`src/rtl/dec_pkg.sv`:
```
// Shared definitions for the 2:4 stream decoder: default code width, output
// width derivation, skid-buffer state encoding and the one-hot decode helper.
// The decode helper is also used by the encoder bench as its golden model.
package dec_pkg;

  localparam int CODE_W_DEF = 2;
  localparam int MAX_OUT_W  = 64;

  // Occupancy of the two-entry skid buffer (main register + skid register)
  typedef enum logic [1:0] {
    EMPTY = 2'd0,
    ONE   = 2'd1,
    FULL  = 2'd2
  } skidState_t;

  // One-hot output width for a given binary code width
  function automatic int outWidth(input int codeW);
    return 1 << codeW;
  endfunction

  // Binary code to one-hot word; callers truncate to their own output width
  function automatic logic [MAX_OUT_W-1:0] decodeOneHot(input int unsigned code);
    return {{(MAX_OUT_W-1){1'b0}}, 1'b1} << code;
  endfunction

endpackage

```
`src/rtl/decoder_2_4_stream_if.sv`:
```
// Stream bundle for the decoder: upstream code beat (with enable) and the
// downstream one-hot beat. The producer/consumer side drives through the
// master modport; the decoder sits on the slave modport.
interface decoder_2_4_stream_if #(
  parameter int CODE_W = 2
) ();

  localparam int OUT_W = 1 << CODE_W;

  logic              en;
  logic [CODE_W-1:0] in_code;
  logic              in_valid;
  logic              in_ready;
  logic [OUT_W-1:0]  out_I;
  logic              out_valid;
  logic              out_ready;

  modport master (
    output en, in_code, in_valid, out_ready,
    input  in_ready, out_I, out_valid
  );

  modport slave (
    input  en, in_code, in_valid, out_ready,
    output in_ready, out_I, out_valid
  );

endinterface

```
`src/rtl/dec_skid_buf.sv`:
```
// Two-entry valid/ready skid buffer. The main register drives the output;
// the skid register catches the one beat that can arrive while the output is
// stalled. Upstream ready is registered and drops only when both are full.
module dec_skid_buf
  import dec_pkg::*;
#(
  parameter int WIDTH = 4
) (
  input  logic             clk,
  input  logic             rst,
  input  logic [WIDTH-1:0] i_inData,
  input  logic             i_inValid,
  output logic             o_inReady,
  output logic [WIDTH-1:0] o_outData,
  output logic             o_outValid,
  input  logic             i_outReady
);

  skidState_t       r_state;
  skidState_t       w_nextState;
  logic [WIDTH-1:0] r_main;
  logic [WIDTH-1:0] r_skid;
  logic             r_inReady;
  logic             w_accept;
  logic             w_transfer;
  logic             w_loadMain;
  logic             w_loadSkid;
  logic             w_moveSkid;
  logic             w_clearMain;

  assign o_inReady  = r_inReady;
  assign o_outValid = (r_state != EMPTY);
  assign o_outData  = r_main;
  assign w_accept   = i_inValid & r_inReady;
  assign w_transfer = o_outValid & i_outReady;

  // Occupancy state and the registered upstream ready that follows it
  always_ff @(posedge clk) begin
    if (rst) begin
      r_state   <= EMPTY;
      r_inReady <= 1'b1;
    end else begin
      r_state   <= w_nextState;
      r_inReady <= (w_nextState != FULL);
    end
  end

  // Next occupancy and which data register moves this cycle
  always_comb begin
    w_nextState = r_state;
    w_loadMain  = 1'b0;
    w_loadSkid  = 1'b0;
    w_moveSkid  = 1'b0;
    w_clearMain = 1'b0;
    case (r_state)
      EMPTY: begin
        if (w_accept) begin
          w_nextState = ONE;
          w_loadMain  = 1'b1;
        end
      end
      ONE: begin
        if (w_accept && !w_transfer) begin
          w_nextState = FULL;
          w_loadSkid  = 1'b1;
        end else if (w_accept && w_transfer) begin
          w_loadMain  = 1'b1;
        end else if (w_transfer) begin
          w_nextState = EMPTY;
          w_clearMain = 1'b1;
        end
      end
      FULL: begin
        if (w_transfer) begin
          w_nextState = ONE;
          w_moveSkid  = 1'b1;
        end
      end
      default: begin
        w_nextState = EMPTY;
      end
    endcase
  end

  // Data registers; main holds steady whenever the output is stalled
  always_ff @(posedge clk) begin
    if (rst) begin
      r_main <= '0;
      r_skid <= '0;
    end else begin
      if (w_loadMain) begin
        r_main <= i_inData;
      end else if (w_moveSkid) begin
        r_main <= r_skid;
      end else if (w_clearMain) begin
        r_main <= '0;
      end
      if (w_loadSkid) begin
        r_skid <= i_inData;
      end
    end
  end

endmodule

```
`src/rtl/decoder_2_4_stream.sv`:
```
// Registered binary-to-one-hot decoder on a valid/ready stream.
// Decodes (with enable gating) at the input and buffers the result in a
// two-entry skid buffer. Optional feature macro: DEC_HIT_CNT_EN adds
// per-output saturating hit counters readable through cnt_sel/cnt_q.
module decoder_2_4_stream
  import dec_pkg::*;
#(
  parameter int CODE_W = CODE_W_DEF,
  parameter int CNT_W  = 8
) (
  input  logic              clk,
  input  logic              rst,
  decoder_2_4_stream_if.slave bus,
  input  logic [CODE_W-1:0] cnt_sel,
  output logic [CNT_W-1:0]  cnt_q
);

  localparam int OUT_W = outWidth(CODE_W);

  logic [OUT_W-1:0] w_decoded;

  // Disabled beats still flow, but carry an all-zero word
  always_comb begin
    w_decoded = '0;
    if (bus.en) begin
      w_decoded = OUT_W'(decodeOneHot(32'(bus.in_code)));
    end
  end

  dec_skid_buf #(
    .WIDTH (OUT_W)
  ) u_skid (
    .clk        (clk),
    .rst        (rst),
    .i_inData   (w_decoded),
    .i_inValid  (bus.in_valid),
    .o_inReady  (bus.in_ready),
    .o_outData  (bus.out_I),
    .o_outValid (bus.out_valid),
    .i_outReady (bus.out_ready)
  );

`ifdef DEC_HIT_CNT_EN
  logic             w_transfer;
  logic [CNT_W-1:0] r_hitCnt [OUT_W];
  logic [CNT_W-1:0] r_cntQ;

  assign w_transfer = bus.out_valid & bus.out_ready;
  assign cnt_q      = r_cntQ;

  // Count transferred beats per set bit, sticking at all-ones
  always_ff @(posedge clk) begin
    if (rst) begin
      for (int i = 0; i < OUT_W; i++) begin
        r_hitCnt[i] <= '0;
      end
    end else if (w_transfer) begin
      for (int i = 0; i < OUT_W; i++) begin
        if (bus.out_I[i] && (r_hitCnt[i] != {CNT_W{1'b1}})) begin
          r_hitCnt[i] <= r_hitCnt[i] + 1'b1;
        end
      end
    end
  end

  // Registered read port of the selected counter
  always_ff @(posedge clk) begin
    if (rst) begin
      r_cntQ <= '0;
    end else begin
      r_cntQ <= r_hitCnt[cnt_sel];
    end
  end
`else
  // Without counters the read port is constant zero; cnt_sel is masked off
  assign cnt_q = CNT_W'(cnt_sel) & {CNT_W{1'b0}};
`endif

endmodule
```
`src/flat_wrapper.sv`:
```
// flat-port wrapper written by rule: the top's interface ports become plain ports
module decoder_2_4_stream_flat import dec_pkg::*;
#(
  parameter int CODE_W = CODE_W_DEF,
  parameter int CNT_W  = 8
)
  (clk, rst, cnt_sel, cnt_q, bus_en, bus_in_code, bus_in_valid, bus_out_ready, bus_in_ready, bus_out_I, bus_out_valid);
  decoder_2_4_stream_if #(.CODE_W(CODE_W)) bus_i ();
  input  logic clk;
  input  logic rst;
  input  logic [CODE_W-1:0] cnt_sel;
  output logic [CNT_W-1:0] cnt_q;
  input wire logic [$bits(bus_i.en)-1:0] bus_en;
  input wire logic [$bits(bus_i.in_code)-1:0] bus_in_code;
  input wire logic [$bits(bus_i.in_valid)-1:0] bus_in_valid;
  input wire logic [$bits(bus_i.out_ready)-1:0] bus_out_ready;
  output wire logic [$bits(bus_i.in_ready)-1:0] bus_in_ready;
  output wire logic [$bits(bus_i.out_I)-1:0] bus_out_I;
  output wire logic [$bits(bus_i.out_valid)-1:0] bus_out_valid;
  assign bus_i.en = bus_en;
  assign bus_i.in_code = bus_in_code;
  assign bus_i.in_valid = bus_in_valid;
  assign bus_i.out_ready = bus_out_ready;
  assign bus_in_ready = bus_i.in_ready;
  assign bus_out_I = bus_i.out_I;
  assign bus_out_valid = bus_i.out_valid;
  decoder_2_4_stream #(.CODE_W(CODE_W), .CNT_W(CNT_W)) u_core (.clk(clk), .rst(rst), .bus(bus_i), .cnt_sel(cnt_sel), .cnt_q(cnt_q));
endmodule
```
`config.mk`:
```
export PLATFORM = sky130hd
export DESIGN_NAME = decoder_2_4_stream_flat
export DESIGN_NICKNAME = d
export VERILOG_FILES = /design/src/rtl/dec_pkg.sv /design/src/rtl/decoder_2_4_stream_if.sv /design/src/rtl/dec_skid_buf.sv /design/src/rtl/decoder_2_4_stream.sv /design/src/flat_wrapper.sv
export SDC_FILE = /design/constraint.sdc
export NUM_CORES = 1
export LEC_CHECK = 0
export CELL_PAD_IN_SITES_DETAIL_PLACEMENT = 1
export CELL_PAD_IN_SITES_GLOBAL_PLACEMENT = 1
export CORE_UTILIZATION = 34
export CTS_BUF_LIST = sky130_fd_sc_hd__clkbuf_2
export DETAILED_ROUTE_END_ITERATION = 6
export HOLD_SLACK_MARGIN = 0.02
export PLACE_DENSITY = 0.9
export SLEW_MARGIN = 30
export SYNTH_ARGS = -nofsm -noshare
export SYNTH_HDL_FRONTEND = slang
export SYNTH_SLANG_ARGS = --single-unit
```
`constraint.sdc`:
```
create_clock -name clk -period 3.1 [get_ports clk]
set_input_delay 0.62 -clock clk [delete_from_list [all_inputs] [get_ports clk]]
set_output_delay 0.62 -clock clk [all_outputs]
set_load 0.01 [all_outputs]
```
Word level (Yosys, flattened, before mapping)
Index checks and enable logic that the tools add are counted.
{ "totals": {"regBits": 11, "input_bits": 9} }
{ "classes": {"eq_ne": 3, "mux": 21, "shifts": 1, "reduce_logical": 6, "bitwise": 2} }
{ "op_table": {"columns": ["cell", "count"], "rows": [
  ["two-way mux 4 bit", 4],
  ["two-way mux 1 bit", 10],
  ["two-way mux 2 bit", 5],
  ["case mux 2 bit (3 select lines)", 1],
  ["<< shifter 1 x 2 -> 4 bit, first input constant", 1],
  ["nonzero test 3 bit", 1],
  ["bitwise AND 1 bit", 2],
  ["== test 2 x 1 -> 1 bit, second input constant", 1],
  ["== test 2 bit, second input constant", 1],
  ["logical AND 1 bit", 2],
  ["zero test 2 bit", 1],
  ["inequality test 2 bit, second input constant", 1],
  ["case mux 1 bit (2 select lines)", 1],
  ["nonzero test 2 bit", 1],
  ["zero test 1 bit", 1]
]} }

Depth between registers and ports, before layout
Gate-level depths: netlist (run 1).
{ "logic_depth": {"ltp_word": 9, "depth_mapped": 5, "depth_no_buf": 4} }

Cells and area by module
A second synthesis (run 1) with hierarchy kept.
{ "unflattened": {"hier_cells": 67, "area_unflattened_um2": 631.9} }
{ "by_module_without_submodules": {"columns": ["mod", "area_per_inst_um2", "cells_each", "n_inst"], "rows": [
  ["dec_skid_buf", 530.5, 54, 1],
  ["decoder_2_4_stream", 101.3, 13, 1]
]} }

Worst setup path before layout (run 1)
No wires, ideal clock.
{ "synth_timing": {"path_type": "input-to-reg", "start": "input port bus_out_ready", "end": "register u_core.u_skid.r_skid[0]", "t_arrival_ns": 1.241, "setup_slack_ns": 1.739, "required_ns": 2.980, "stages": 4, "path_buffers": 0, "path_cell_list": "nand2b_1 or2_2 nand2_1 a21oi_1"} }
{ "synth_between": {"elab_chain_len": 5} }
{ "synth_lines": {"columns": ["element", "line_no", "text"], "rows": [
  ["start: declaration", "flat_wrapper.sv:16", "input wire logic [$bits(bus_i.out_ready)-1:0] bus_out_ready;"],
  ["bitwise AND 1 bit", "dec_skid_buf.sv:35", "assign w_transfer = o_outValid & i_outReady;"],
  ["zero test 1 bit", "dec_skid_buf.sv:63", "if (w_accept && !w_transfer) begin"],
  ["logical AND 1 bit", "dec_skid_buf.sv:63", null],
  ["two-way mux 1 bit", "dec_skid_buf.sv:63", null],
  ["two-way mux 1 bit", "dec_skid_buf.sv:55", "case (r_state)"],
  ["end signal: assignment", "dec_skid_buf.sv:99", "r_skid <= i_inData;"],
  ["end: declaration", "dec_skid_buf.sv:22", "logic [WIDTH-1:0] r_skid;"]
]} }
No other way between the ends.
A chain may end at the register's enable or synchronous reset.

Worst setup path in the final report (run 1)
{ "layout_timing": {"start": "register u_core.u_skid.r_state[0]", "end": "output port bus_out_valid"} }
{ "layout_between": {"elab_chain_len": 1} }
{ "layout_lines": {"columns": ["element", "line_no", "text"], "rows": [
  ["start: declaration", "dec_skid_buf.sv:19", "skidState_t r_state;"],
  ["start signal: assignment", "dec_skid_buf.sv:43", "r_state <= w_nextState;"],
  ["nonzero test 2 bit", "dec_skid_buf.sv:32", "assign o_outValid = (r_state != EMPTY);"],
  ["end: declaration", "flat_wrapper.sv:19", "output wire logic [$bits(bus_i.out_valid)-1:0] bus_out_valid;"]
]} }
No other way between the ends.

==> flow_summary_export.csv, run 1 <==
group,metric,value,unit
sta,setup_viol_count_final,0,
placement,port-buffer-count,12,
logic_synthesis,ys_ff_latch,11,
worst_hold_path,min_path_type,"register to register",
sta,rsz0062_at_grt,"no",
floorplan,start_util,38.5,%
logic_synthesis,avgSynthCellArea,8.76,µm²
power_and_ir_drop,p_seq_share,50.7,%
critical_path,critPathRequiredTime,2.48,ns
clock_network,cts_buffers,3,
global_routing,grt_pass1_vias,520,
logic_synthesis,yosysUniqueCellTypes,28,
clock_network,cts_hold_buf,0,
floorplan,fp.dieH,44.5,µm
drt,firstDrtPassIters,4,
floorplan,io-pin-count,23,
power_and_ir_drop,p_int,214,µW
logic_synthesis,yosys_warnings,0,
status,status,"finished, final reports clean",
global_routing,grt_usage,16.1,%
logic_synthesis,syn_area,613,µm²
drt,post_drt_wl_per_cell,13.4,µm
sta,whs,0.473,ns
critical_path,critPathKind,"register to primary output",
clock_network,tritoncts,"built",
critical_path,cp_num_buf_inv,1,
sta,hold_viol,0,
logic_synthesis,synthCells,70,
clock_network,cts.path.max_buffers,2,
clock_network,htree_num_levels,1,
clock_network,cts_setup_buffers,0,
layout,syn_to_final_growth,19.6,%
drt,initialDrtViolationCount,16,
power_and_ir_drop,powerDensity,423,nW/µm²
global_routing,antenna_found_initial,0,
critical_path,critical_path_arrival,1.56,ns
global_routing,grt_overflow,0,
floorplan,coreArea,1590,µm²
drt,vias_per_cell,5.02,
flow_run,cap_violations,0,
sta,fin_skew,0.00350,ns
logic_synthesis,seq_area_frac_synth,35.9,%
drt,drc,0,
global_routing,grt_max_degree,12,
clock_network,cts.sinks,11,
power_and_ir_drop,clock_power_share,26.6,%
clock_network,cts-root-buf,"clkbuf_2",
placement,place_congestion,0.762,
critical_path,slowest_delay,0.58,ns
sta,fin_crit,2.18,ns
power_and_ir_drop,switching_share,31.0,%
drt,num_vias,537,
layout,nets,93,
drt,drt_wl_total,1440,µm
clock_network,ctsResizeCount,0,
critical_path,critPathSlowestCell,"dfxtp_1",
power_and_ir_drop,p_sw,96.1,µW
layout,drive_above_1_share,12.0,%
clock_network,clk_latency,0.27,ns
sta,tns,0,ns
global_routing,grt_pass1_wl,2310,µm
sta,finalCritPeriodShare,70.2,%
critical_path,cp-start-kind,"register",
critical_path,path_cells,"or2_2, clkdlybuf4s50_1",
floorplan,die-area,1980,µm²
power_and_ir_drop,power_leakage,0.297,nW
critical_path,cp_max_fo,10,
critical_path,cp-end-kind,"primary output",
sta,finalMaxSlewViolations,0,
critical_path,crit_family,"flip-flops",
power_and_ir_drop,peakVddDrop,0.184,mV
sta,max_freq,459,MHz
power_and_ir_drop,p_comb_share,22.7,%
drt,ant_nets,0,
placement,hpwl,1090,µm
clock_network,clk_pin_slew,0.12,ns
floorplan,die_x,44.5,µm
floorplan,rows,14,
layout,diodes,0,
final timing paths:
kind	slack, ns	depth (start not counted)	to	start
worst min-delay path	0.47	2	u_core.u_skid.r_skid[1]	u_core.u_skid.r_skid[1]
worst max register to register	1.66	4	u_core.u_skid.r_skid[2]	u_core.u_skid.r_state[0]
worst max-delay path	0.92	2	bus_out_valid	u_core.u_skid.r_state[0]
worst min register to register	0.47	2	u_core.u_skid.r_skid[1]	u_core.u_skid.r_skid[1]
cell type report:
type / instances / area [µm²]
Fill cell: 197 / 861
Multi-Input combinational cell: 55 / 339
Sequential cell: 11 / 220
Timing Repair Buffer: 12 / 120
Tap cell: 24 / 30.0
Clock buffer: 3 / 15.0
Clock inverter: 1 / 5.00
Inverter: 1 / 3.75
placed cells by master, fill, tap and decap left out, drive strengths merged, types with 2 or more instances in the layout:
cell type,n
nand4b,3
o22a,3
clkbuf,3
or2,2
clkdlybuf4s50,12
nand2,7
nor3,8
nor3b,2
dfxtp,11
nand3b,2
conb,8
nor2,2
a21oi,6
sequential cells by signal (all words and copies together) (netlist names):
signal                   cells
u_core.u_skid.o_inReady      1
u_core.u_skid.r_state        2
u_core.u_skid.r_skid         4
u_core.u_skid.o_outData      4
worst reg2reg max path, cell delays in order, from the launching register on:
cell and delay [ns]:
dfxtp_1 0.58, nand2b_1 0.23, nor2_1 0.27, nand4b_1 0.13, a21oi_1 0.16
metal layers:
layer | wire length (µm) | global-route usage, % | up-vias
met1 | 620 | 19.3 | 261
met4 | 0 | 3.64 | 0
met2 | 737 | 27.1 | 17
met5 | 0 | 0 | -
li1 | - | - | 259
met3 | 77 | 6.53 | 0
metrics by stage:
step	cell area (µm²)	utilization (%)	power [mW]	cells	setup slack (ns)
after floorplan	639	-	0.207	77	1.74
after global placement	713	44.7	0.228	103	1.14
after detailed placement	713	44.7	0.230	103	1.07
after CTS	733	46.0	0.313	107	0.933
after global routing	733	46.0	0.324	107	0.866
final	733	46.0	0.310	107	0.923
cell families (layout without fill, tap and decap cells):
family / after synthesis / after routing / synth area share (%)
muxes: 1 / 1 / 1.63
DFF: 11 / 11 / 35.9
buffers and inverters: 11 / 17 / 13.1
other: 1 / 8 / 0.612
and+or+nand+nor: 32 / 32 / 33.1
AOI/OAI and AO/OA: 14 / 14 / 15.7
power groups by stage:
stage	Clock, mW	Combinational, mW	Sequential, mW
2_1_floorplan	0	0.0477	0.160
3_3_place_gp	0	0.0687	0.160
3_5_place_dp	0	0.0705	0.160
4_1_cts	0.0856	0.0707	0.157
5_1_grt	0.0891	0.0761	0.159
6_report	0.0826	0.0704	0.157
cell usage after synthesis:
| cell | number | area [µm²] |
|---|---|---|
| and3b_2 | 1 | 10.0 |
| o21a_1 | 1 | 7.51 |
| o32ai_1 | 1 | 8.76 |
| a21o_1 | 1 | 7.51 |
| nand4_1 | 1 | 6.26 |
| nand3_1 | 1 | 5.00 |
| mux2i_1 | 1 | 10.0 |
| nand2b_1 | 1 | 6.26 |
| dfxtp_1 | 11 | 220 |
| and3_1 | 1 | 6.26 |
| nor2_1 | 2 | 7.51 |
| conb_1 | 1 | 3.75 |
| nand4b_1 | 2 | 17.5 |
| or3_4 | 1 | 11.3 |
| a21oi_1 | 6 | 30.0 |
| o22a_1 | 3 | 26.3 |
| nand2_1 | 7 | 26.3 |
| nand3b_1 | 2 | 15.0 |
| nor3_1 | 8 | 40.0 |
| nand4b_4 | 1 | 23.8 |
| o21ai_2 | 1 | 8.76 |
| buf_2 | 1 | 5.00 |
| nor3b_1 | 2 | 15.0 |
| o21bai_1 | 1 | 7.51 |
| buf_6 | 1 | 11.3 |
| buf_4 | 8 | 60.1 |
| or2_2 | 2 | 12.5 |
| inv_1 | 1 | 3.75 |
(Power assumes the default switching activity.)
==> run 2, diff against run 1 <==
--- a/config.mk
+++ b/config.mk
@@ -7,11 +7,11 @@
 export LEC_CHECK = 0
 export CELL_PAD_IN_SITES_DETAIL_PLACEMENT = 1
 export CELL_PAD_IN_SITES_GLOBAL_PLACEMENT = 1
-export CORE_UTILIZATION = 34
+export CORE_UTILIZATION = 32
 export CTS_BUF_LIST = sky130_fd_sc_hd__clkbuf_2
 export DETAILED_ROUTE_END_ITERATION = 6
 export HOLD_SLACK_MARGIN = 0.02
-export PLACE_DENSITY = 0.9
+export PLACE_DENSITY = 0.86
 export SLEW_MARGIN = 30
 export SYNTH_ARGS = -nofsm -noshare
 export SYNTH_HDL_FRONTEND = slang
==> constraint.sdc (replaced) <==
create_clock -name clk -period 2.15 [get_ports clk]
set_input_delay 0.43 -clock clk [delete_from_list [all_inputs] [get_ports clk]]
set_output_delay 0.43 -clock clk [all_outputs]
set_load 0.01 [all_outputs]
==> run 2 against run 1 <==
Non-clock buffer count stayed put; highest routed layer unchanged; design area rose by 0.17%; sequential share of layout area shrank 0.051 points; critical path type unchanged; flip-flop and latch count is the same; critical endpoint unchanged; final cell count grew 0.93%.
==> flow_summary_export.csv, run 2 (synthesized netlist as in run 1, its figures left out) <==
group,metric,value,unit
placement,hpwl,1010,µm
floorplan,rows,15,
global_routing,grt_pass1_wl,2100,µm
global_routing,antenna_found_initial,0,
global_routing,grt_usage,14.2,%
critical_path,r2r-start,"u_core.u_skid.r_state[0]",
sta,whs,0.471,ns
critical_path,slowest_delay,0.54,ns
critical_path,critPathSlowestCell,"dfxtp_1",
power_and_ir_drop,finalPower,442,µW
layout,drive_above_1_share,12.0,%
clock_network,ctsResizeCount,0,
sta,max_freq,521,MHz
power_and_ir_drop,power_leakage,0.297,nW
layout,syn_to_final_growth,19.8,%
layout,fillers,236,
layout,seqCellArea,220,µm²
global_routing,grtUsageMet1,17.7,%
worst_hold_path,hold-path-cell-count,1,
critical_path,critical_path_arrival,1.49,ns
clock_network,clk_pin_slew,0.09,ns
clock_network,cts.path.max_buffers,2,
layout,nets,93,
sta,rsz0062_at_grt,"no",
critical_path,cp-end-kind,"primary output",
drt,drc,0,
clock_network,cts.sinks,11,
drt,drt_wl_total,1290,µm
layout,finish.utilization,41.6,%
global_routing,met3_usage,6.35,%
sta,fin_crit,1.92,ns
clock_network,cts-root-buf,"clkbuf_2",
sta,hold_viol,0,
critical_path,critPathKind,"register to primary output",
floorplan,fp.dieH,45.8,µm
floorplan,coreArea,1760,µm²
critical_path,path_cells,"or2_2, clkdlybuf4s50_1",
power_and_ir_drop,p_comb_share,22.7,%
flow_run,cap_violations,0,
drt,post_drt_wl_per_cell,11.9,µm
floorplan,die_x,45.8,µm
drt,initialDrtViolationCount,9,
power_and_ir_drop,clock_power_share,26.1,%
sta,setup_viol_count_final,0,
critical_path,cp-start-kind,"register",
power_and_ir_drop,p_sw,126,µW
clock_network,htree_num_levels,1,
power_and_ir_drop,switching_share,28.4,%
layout,multiInputGateArea,339,µm²
floorplan,io-pin-count,23,
critical_path,critPathRequiredTime,1.72,ns
drt,num_vias,517,
clock_network,cts_buffers,3,
clock_network,cts_setup_buffers,0,
critical_path,r2r_end,"u_core.u_skid.r_skid[3]",
worst_hold_path,min_path_type,"register to register",
worst_hold_path,hold_end,"u_core.u_skid.o_outData[3]",
power_and_ir_drop,p_int,316,µW
global_routing,grt_overflow,0,
clock_network,tritoncts,"built",
global_routing,grt_max_degree,12,
drt,firstDrtPassIters,4,
floorplan,start_util,34.8,%
status,status,"finished, final reports clean",
critical_path,cp_max_fo,10,
floorplan,die-area,2090,µm²
global_routing,met2_usage,22.3,%
critical_path,rrSetupSlack,0.76,ns
layout,mostFrequentLayoutCell,"clkdlybuf4s50_1",
power_and_ir_drop,peakVddDrop,0.275,mV
drt,ant_nets,0,
clock_network,cts_hold_buf,0,
power_and_ir_drop,powerDensity,602,nW/µm²
global_routing,grt_pass1_vias,473,
critical_path,r2r.worst_path.cells,4,
sta,finalMaxSlewViolations,0,
worst_hold_path,hold_start,"u_core.u_skid.o_outData[3]",
power_and_ir_drop,p_seq_share,51.2,%
drt,vias_per_cell,4.79,
layout,diodes,0,
sta,fin_skew,0.0120,ns
placement,port-buffer-count,12,
placement,place_congestion,0.762,
sta,finalCritPeriodShare,89.2,%
global_routing,busiest_layer,"met2",
sta,tns,0,ns
layout,final_cell_mix,"12 x clkdlybuf4s50_1, 11 x dfxtp_1, 8 x nor3_1, 8 x conb_1, 7 x nand2_1",
clock_network,clk_latency,0.26,ns
## run 2: worst max-delay path by stage
stage	startpoint	end	slack [ns]	cells after the start
6_report	u_core.u_skid.r_state[0]	bus_out_valid	0.23	2
3_3_place_gp	bus_out_ready	u_core.u_skid.r_skid[3]	0.37	5
5_1_grt	u_core.u_skid.r_state[0]	bus_out_valid	0.13	2
4_1_cts	u_core.u_skid.r_state[0]	bus_out_valid	0.20	2
3_5_place_dp	bus_out_ready	u_core.u_skid.r_skid[3]	0.33	5
2_1_floorplan	bus_out_ready	u_core.u_skid.r_skid[0]	0.98	4
## run 2: layer usage
layer	vias to the layer above	part of all wire, %
met4	0	0
met3	0	5.1
met2	14	47
li1	264	-
met5	-	0
met1	239	48
## run 2: cell type report
class | count | share of cell area, %
inverter | 1 | 0.511
timing repair buffer | 12 | 16.4
sequential | 11 | 30.0
multi-input combinational | 55 | 46.2
clock buffer | 4 | 2.73
tap | 25 | 4.26
## run 2: power by group through the flow
stage / clock network, mW / registers, mW / logic, mW
global route: 0.131 / 0.228 / 0.111
floorplan: 0 / 0.230 / 0.0688
CTS: 0.123 / 0.226 / 0.102
global placement: 0 / 0.230 / 0.0991
detailed placement: 0 / 0.231 / 0.101
finish: 0.115 / 0.226 / 0.100
## run 2: per-stage QoR
step / worst slack, ns / cells / area [µm²]
final: 0.232 / 108 / 734
after global routing: 0.128 / 108 / 734
after CTS: 0.200 / 108 / 734
after detailed placement: 0.335 / 104 / 714
after global placement: 0.374 / 104 / 714
after floorplan: 0.979 / 77 / 639
## run 2: critical path: cells and delay by family (launching register included)
family / cells / cell delay, ns
flip-flops: 1 / 0.54
buffers and inverters: 1 / 0.52
AND/OR/NAND/NOR: 1 / 0.18
